### src/rtl/mux_share_arbiter.sv
// Round-robin arbiter/sequencer for the shared two-input datapath mux, bounded bursts per grant.
// Latency: grant visible 1 cycle after req first seen in IDLE; re-grant on release has no bubble.
// Backpressure: out_ready low stalls the owner indefinitely; beats count only on out_valid && out_ready.
module mux_share_arbiter #(
  parameter int WIDTH     = 16,
  parameter int MAX_BURST = 4
) (
  input  logic             clk,
  input  logic             reset,
  input  logic             req0,
  input  logic             req1,
  input  logic [WIDTH-1:0] data0,
  input  logic [WIDTH-1:0] data1,
  output logic             gnt0,
  output logic             gnt1,
  output logic             sel_mux,
  output logic [WIDTH-1:0] out_data,
  output logic             out_valid,
  input  logic             out_ready,
  output logic             busy
);

  typedef enum logic {IDLE, GRANT} state_t;

  localparam logic [3:0] LAST_BEAT = 4'(MAX_BURST - 1);

  state_t     state;
  logic       owner;
  logic       last;
  logic [3:0] cnt;

  logic owner_req;
  logic any_req;
  logic beat;
  logic burst_done;
  logic release_now;
  logic pick_idle;
  logic pick_rel;

  always_comb begin
    owner_req   = owner ? req1 : req0;
    any_req     = req0 | req1;
    beat        = (state == GRANT) && owner_req && out_ready;
    burst_done  = beat && (cnt == LAST_BEAT);
    release_now = !owner_req || burst_done;
    // A lone requester wins outright; a tie goes to whoever was not served last.
    // On release the freshly updated last is the current owner.
    pick_idle   = (req0 && req1) ? ~last  : req1;
    pick_rel    = (req0 && req1) ? ~owner : req1;
  end

  always_ff @(posedge clk) begin
    if (reset) begin
      state <= IDLE;
      owner <= 1'b0;
      last  <= 1'b1;
      cnt   <= 4'd0;
    end else begin
      case (state)
        IDLE: begin
          if (any_req) begin
            state <= GRANT;
            owner <= pick_idle;
            cnt   <= 4'd0;
          end
        end
        GRANT: begin
          if (release_now) begin
            last <= owner;
            cnt  <= 4'd0;
            if (any_req) begin
              owner <= pick_rel;
            end else begin
              state <= IDLE;
            end
          end else if (beat) begin
            cnt <= cnt + 4'd1;
          end
        end
        default: state <= IDLE;
      endcase
    end
  end

  assign sel_mux   = owner;
  assign gnt0      = (state == GRANT) && !owner;
  assign gnt1      = (state == GRANT) && owner;
  assign busy      = (state == GRANT);
  assign out_valid = (state == GRANT) && owner_req;
  assign out_data  = owner ? data1 : data0;

endmodule

### config.mk
export PLATFORM = sky130hd
export DESIGN_NAME = mux_share_arbiter
export DESIGN_NICKNAME = d
export VERILOG_FILES = /design/src/rtl/mux_share_arbiter.sv
export SDC_FILE = /design/constraint.sdc
export NUM_CORES = 1
export LEC_CHECK = 0
export ABC_AREA = 0
export CORE_AREA = 10 10 47 49
export DETAILED_ROUTE_END_ITERATION = 10
export DIE_AREA = 0 0 57 59
export DONT_BUFFER_PORTS = 1
export PLACE_DENSITY = 0.69
export SLEW_MARGIN = 20
export SYNTH_ARGS = -nofsm -noshare
export SYNTH_HDL_FRONTEND = slang
export SYNTH_SLANG_ARGS = --single-unit
export TNS_END_PERCENT = 10
### constraint.sdc
create_clock -name clk -period 2.7 [get_ports clk]
set_input_delay 0.675 -clock clk [delete_from_list [all_inputs] [get_ports clk]]
set_output_delay 0.675 -clock clk [all_outputs]
set_load 0.005 [all_outputs]
* Yosys cells after proc, flatten, opt, wreduce, memory -nomap -nowiden
Index checks and enable logic that the tools add are counted.
Cells by class: add/subtract/negate cells 1, eq/ne operators 5, muxes and demuxes 15, shifts and indexed selects 0, reductions and logical operators 12, magnitude comparators 0, bitwise logic cells 4, div/mod/pow operators 0, $mul 0
Operators with widths (count):
- 16-bit two-way mux | 1
- 4-bit two-way mux | 3
- 1-bit two-way mux | 8
- 4-bit case mux with 2 select lines | 1
- 1-bit logical AND | 6
- 4-bit by 1-bit adder with 4-bit output (second input constant) | 1
- 4-bit by 2-bit equality test with 1-bit output (second input constant) | 1
- 2-bit by 1-bit inequality test with 1-bit output (second input constant) | 2
- 1-bit case mux with 2 select lines | 2
- 2-bit AND reduction | 2
- 3-bit by 1-bit inequality test with 1-bit output (second input constant) | 1
- 1-bit inverter | 3
- 3-bit AND reduction | 1
- 1-bit zero test | 2
- 2-bit inequality test (second input constant) | 1
- 1-bit logical OR | 1
- 1-bit OR | 1
Storage, ports and cells: output and inout port bits 21, latch bits 0, word-level logic and storage cells 41, memory bits (writable) 0, bits in read-only memories 0, register bits 7, memories kept 0, input bits 37

* Logic depth before layout (Yosys ltp)
word-level depth 7, depth in mapped cells 5, gate-level depth less buffers 5

* Worst setup path after synthesis
No wires, ideal clock.
kind input-to-output, start point in req0, end point out out_valid, buffers on the path 0, arrival 1.129 ns, stages 2, required time 2.025 ns, path slack 0.896 ns, path through mux2_4 -> and2_1
Between the ends: cells in the longest elaborated chain, start to end 2
RTL lines:
- from (decl) | line 10 | input logic req0,
- 1-bit two-way mux | line 41 | owner_req = owner ? req1 : req0;
- 1-bit logical AND | line 89 | assign out_valid = (state == GRANT) && owner_req;
- to (decl) | line 18 | output logic out_valid,
No other way between the ends.

* Final worst setup path
start point reg owner (netlist: sel_mux), end point out out_data[13]
Between the ends: cells in the longest elaborated chain, start to end 1
RTL lines:
- from (decl) | line 28 | logic owner;
- from (signal assigned) | line 63 | owner <= pick_idle;
- from (signal assigned) | line 72 | owner <= pick_rel;
- 16-bit two-way mux | line 90 | assign out_data = owner ? data1 : data0;
- to (decl) | line 17 | output logic [WIDTH-1:0] out_data,
No other way between the ends.

==> impl_results.md <==
* Seq pwr share at 0.413
* Clk_lat worst skew at about 250 ps
* CP Capture Point: out_data[13]
* First-pass GRT wire length at ~2800 µm
* Setup CP Type: reg2out
* Post-synth cell types at 27
* CP startpoint: sel_mux
* Final worst slack at about 550 ps
* Post-CTS setup buffers at 0
* CTS buffer count at 3
* Maximum root-to-sink buffer count at 2
* Maximum clock frequency at around 470 MHz
* Final Cell Area at 626 µm²
* Htree depth at 1
* Die Span X at 57 µm
* Crit-path max cell delay at around 560 ps
* Vias in the first global route at around 530
* VDD IR max at between 0.0002 and 0.00025 V
* Clock sink total at 7
* Clock Skew at about 4.4 ps
* Worst reg2reg path depth at 4
* Status: completed
* Routed len/inst at approximately 22 µm
* Leak at 0.216 nW
* Area leader, netlist: mux2_2
* Diode count at 0
* Multi-input gate area at about 430 µm²
* R2R Path End: cnt[1]
* Cell Area, Synth at ~600 µm²
* HP Class: reg2reg
* Crit path time final at between 2000 and 2500 ps
* Crit path buf inv count at 1
* Crit path required time at between 2000 and 2500 ps
* Core box area at approximately 1400 µm²
* DP HPWL at between 1500 and 2000 µm
* Layout cells sized above 1 at 0.304
* Fillcell total at between 100 and 150
* Critical R2R Launch: sel_mux
* Final-report max-slew violation count at 0
* CP Capture Type: output pin
* CP top delay family: flip-flops
* Data arrival time of the worst path at 1470 ps
* Most frequent cells in the layout: mux2_2, dfxtp_1, nand2_1, a21oi_1, nor2_1
* CP Cell Sequence: buf_4, mux2_2
* Total GRT Usage at 0.101
* Register Area at 140 µm²
* Net Sw Power at 0.0808 mW
* Slew HR at 0.727
* Avg Synthesized Cell Area at 8.70 µm²
* Die area at roughly 3400 µm²
* Initial drt markers at 24
* IO Pins at just under 60
* Post-route DRC at 0
* Routability Congestion at roughly 0.78
* Maximum number of pins on one net before global-route repair at 14
* Most common cell after layout, fill and taps aside: mux2_2
* Initial Utilization at 0.416
* Buffers added on ports at 0
* Crit-path slowest cell: dfxtp_1
* Synth area leaders: mux2_2, dfxtp_1, a21oi_1, a31oi_1, nand2_1
* DRT antenna net count at 0
* Setup TNS at 0 ps
* Fin Hold WS at 469 ps
* Vias per cell at approximately 6.1
* Routed via count at 520
* Post-CTS resize count at 0
* Hold Vio Cnt, Final at 0
* Synth Net Count at approximately 110
* Total Wirelength at 1890 µm
* RSZ-0062 raised after global routing: no
* CP max FO at 13
* # hold bufs at CTS at 0
* Worst-margin pin slew at between 400 and 500 ps
* Total power at between 0.2 and 0.3 mW
* Post-Place Setup Slack at approximately 800 ps
* Max_cap viols at 0
* Switching share of power at 0.286
* R2R setup slack at between 1000 and 1500 ps
* FP Rows at 14
* Synth warnings at 0
* Combinational Power Share at 0.244
* Clock power share at 0.343
* Synth Instances at 67
* Seq cells post-synth at 7
* Area grow syn2layout at 7.30%
* Final Net Count at about 110
* Placed cell area at around 600 µm²
* TritonCTS clock tree: done
* Total congestion overflow at 0
* Clock transition at path regs at roughly 60 ps
* Final cycle utilization of the critical path at 0.795
* First-pass DRT Iterations at 4
* Post-synth top area share at 0.309
* Clock root buffer: clkbuf_4
* CP Launch Type: register
* Worst path depth at 2
* PwrDens at ~450 nW/µm²
* Final-report setup violation count at 0
* Die Height at just under 60 µm
* Post-synthesis sequential area ratio at 0.240
* Pint at 0.202 mW
* Initial antenna violation count at 0
per-stage QoR:
stage                     std cells   util
after floorplan                  67      -
after global placement           81  0.428
after detailed placement         81  0.428
after CTS                        85  0.446
after global routing             85  0.446
final                            85  0.446
how the worst min path moves through the flow:
stage | start | to | slack, ps | cells after the start
2_1_floorplan | cnt[1] | cnt[1] | 440 | 2
3_3_place_gp | cnt[1] | cnt[1] | 460 | 2
3_5_place_dp | cnt[1] | cnt[1] | 470 | 2
4_1_cts | cnt[1] | cnt[1] | 470 | 2
5_1_grt | reset | cnt[2] | 480 | 1
6_report | cnt[1] | cnt[1] | 470 | 2
synthesized netlist by cell type, drive strengths merged:
cell     instances
nand4            2
a31oi            3
nand3            2
o21ai            3
o2bb2ai          1
or2              2
o21a             1
ha               1
a211o            1
a22o             1
nor3b            1
or3              1
nor2             4
a21oi            5
nand2b           1
nand2            5
clkbuf           2
and2             2
dfxtp            7
mux2            17
buf              1
inv              1
or3b             1
nor2b            1
nand4bb          1
final cells by class:
class | instances | share of cell area
tap | 16 | 0.0320
sequential | 7 | 0.224
inverter | 1 | 0.00600
multi-input combinational | 56 | 0.684
clock buffer | 4 | 0.0420
timing repair buffer | 1 | 0.0120
worst register-to-register path, delay by kind of cell (launching register included):
kind	cells	cell delay (ps)
AOI/OAI and AO/OA	2	400
DFF	1	560
muxes	1	380
and+or+nand+nor	1	240
power by group through the flow:
| stage | clock network, mW | registers [mW] | logic, mW |
|---|---|---|---|
| floorplan | 0 | 0.113 | 0.0627 |
| global placement | 0 | 0.118 | 0.0687 |
| detailed placement | 0 | 0.119 | 0.0697 |
| CTS | 0.102 | 0.117 | 0.0701 |
| global route | 0.104 | 0.118 | 0.0747 |
| finish | 0.0970 | 0.117 | 0.0689 |
flip-flops by register name, summed over array words and instances, names as in the netlist:
signal and count:
busy 1, cnt 4, last 1, sel_mux 1
cell families after synthesis:
logic type                 after synthesis  synth area share
buffers and inverters                    4            0.0257
and+or+nand+nor                         23             0.219
AOI/OAI and AO/OA                       15             0.159
adders and majority gates                1            0.0215
DFF                                      7             0.240
muxes                                   17             0.335
per-layer routing:
| metal | track usage | wire, µm | up-vias |
|---|---|---|---|
| met5 | 0 | 0 | - |
| met4 | 0.0235 | 17 | 0 |
| met3 | 0.0558 | 140 | 8 |
| met2 | 0.198 | 1140 | 17 |
| met1 | 0.0877 | 587 | 244 |
| li1 | - | - | 251 |
(Power assumes the default switching activity.)
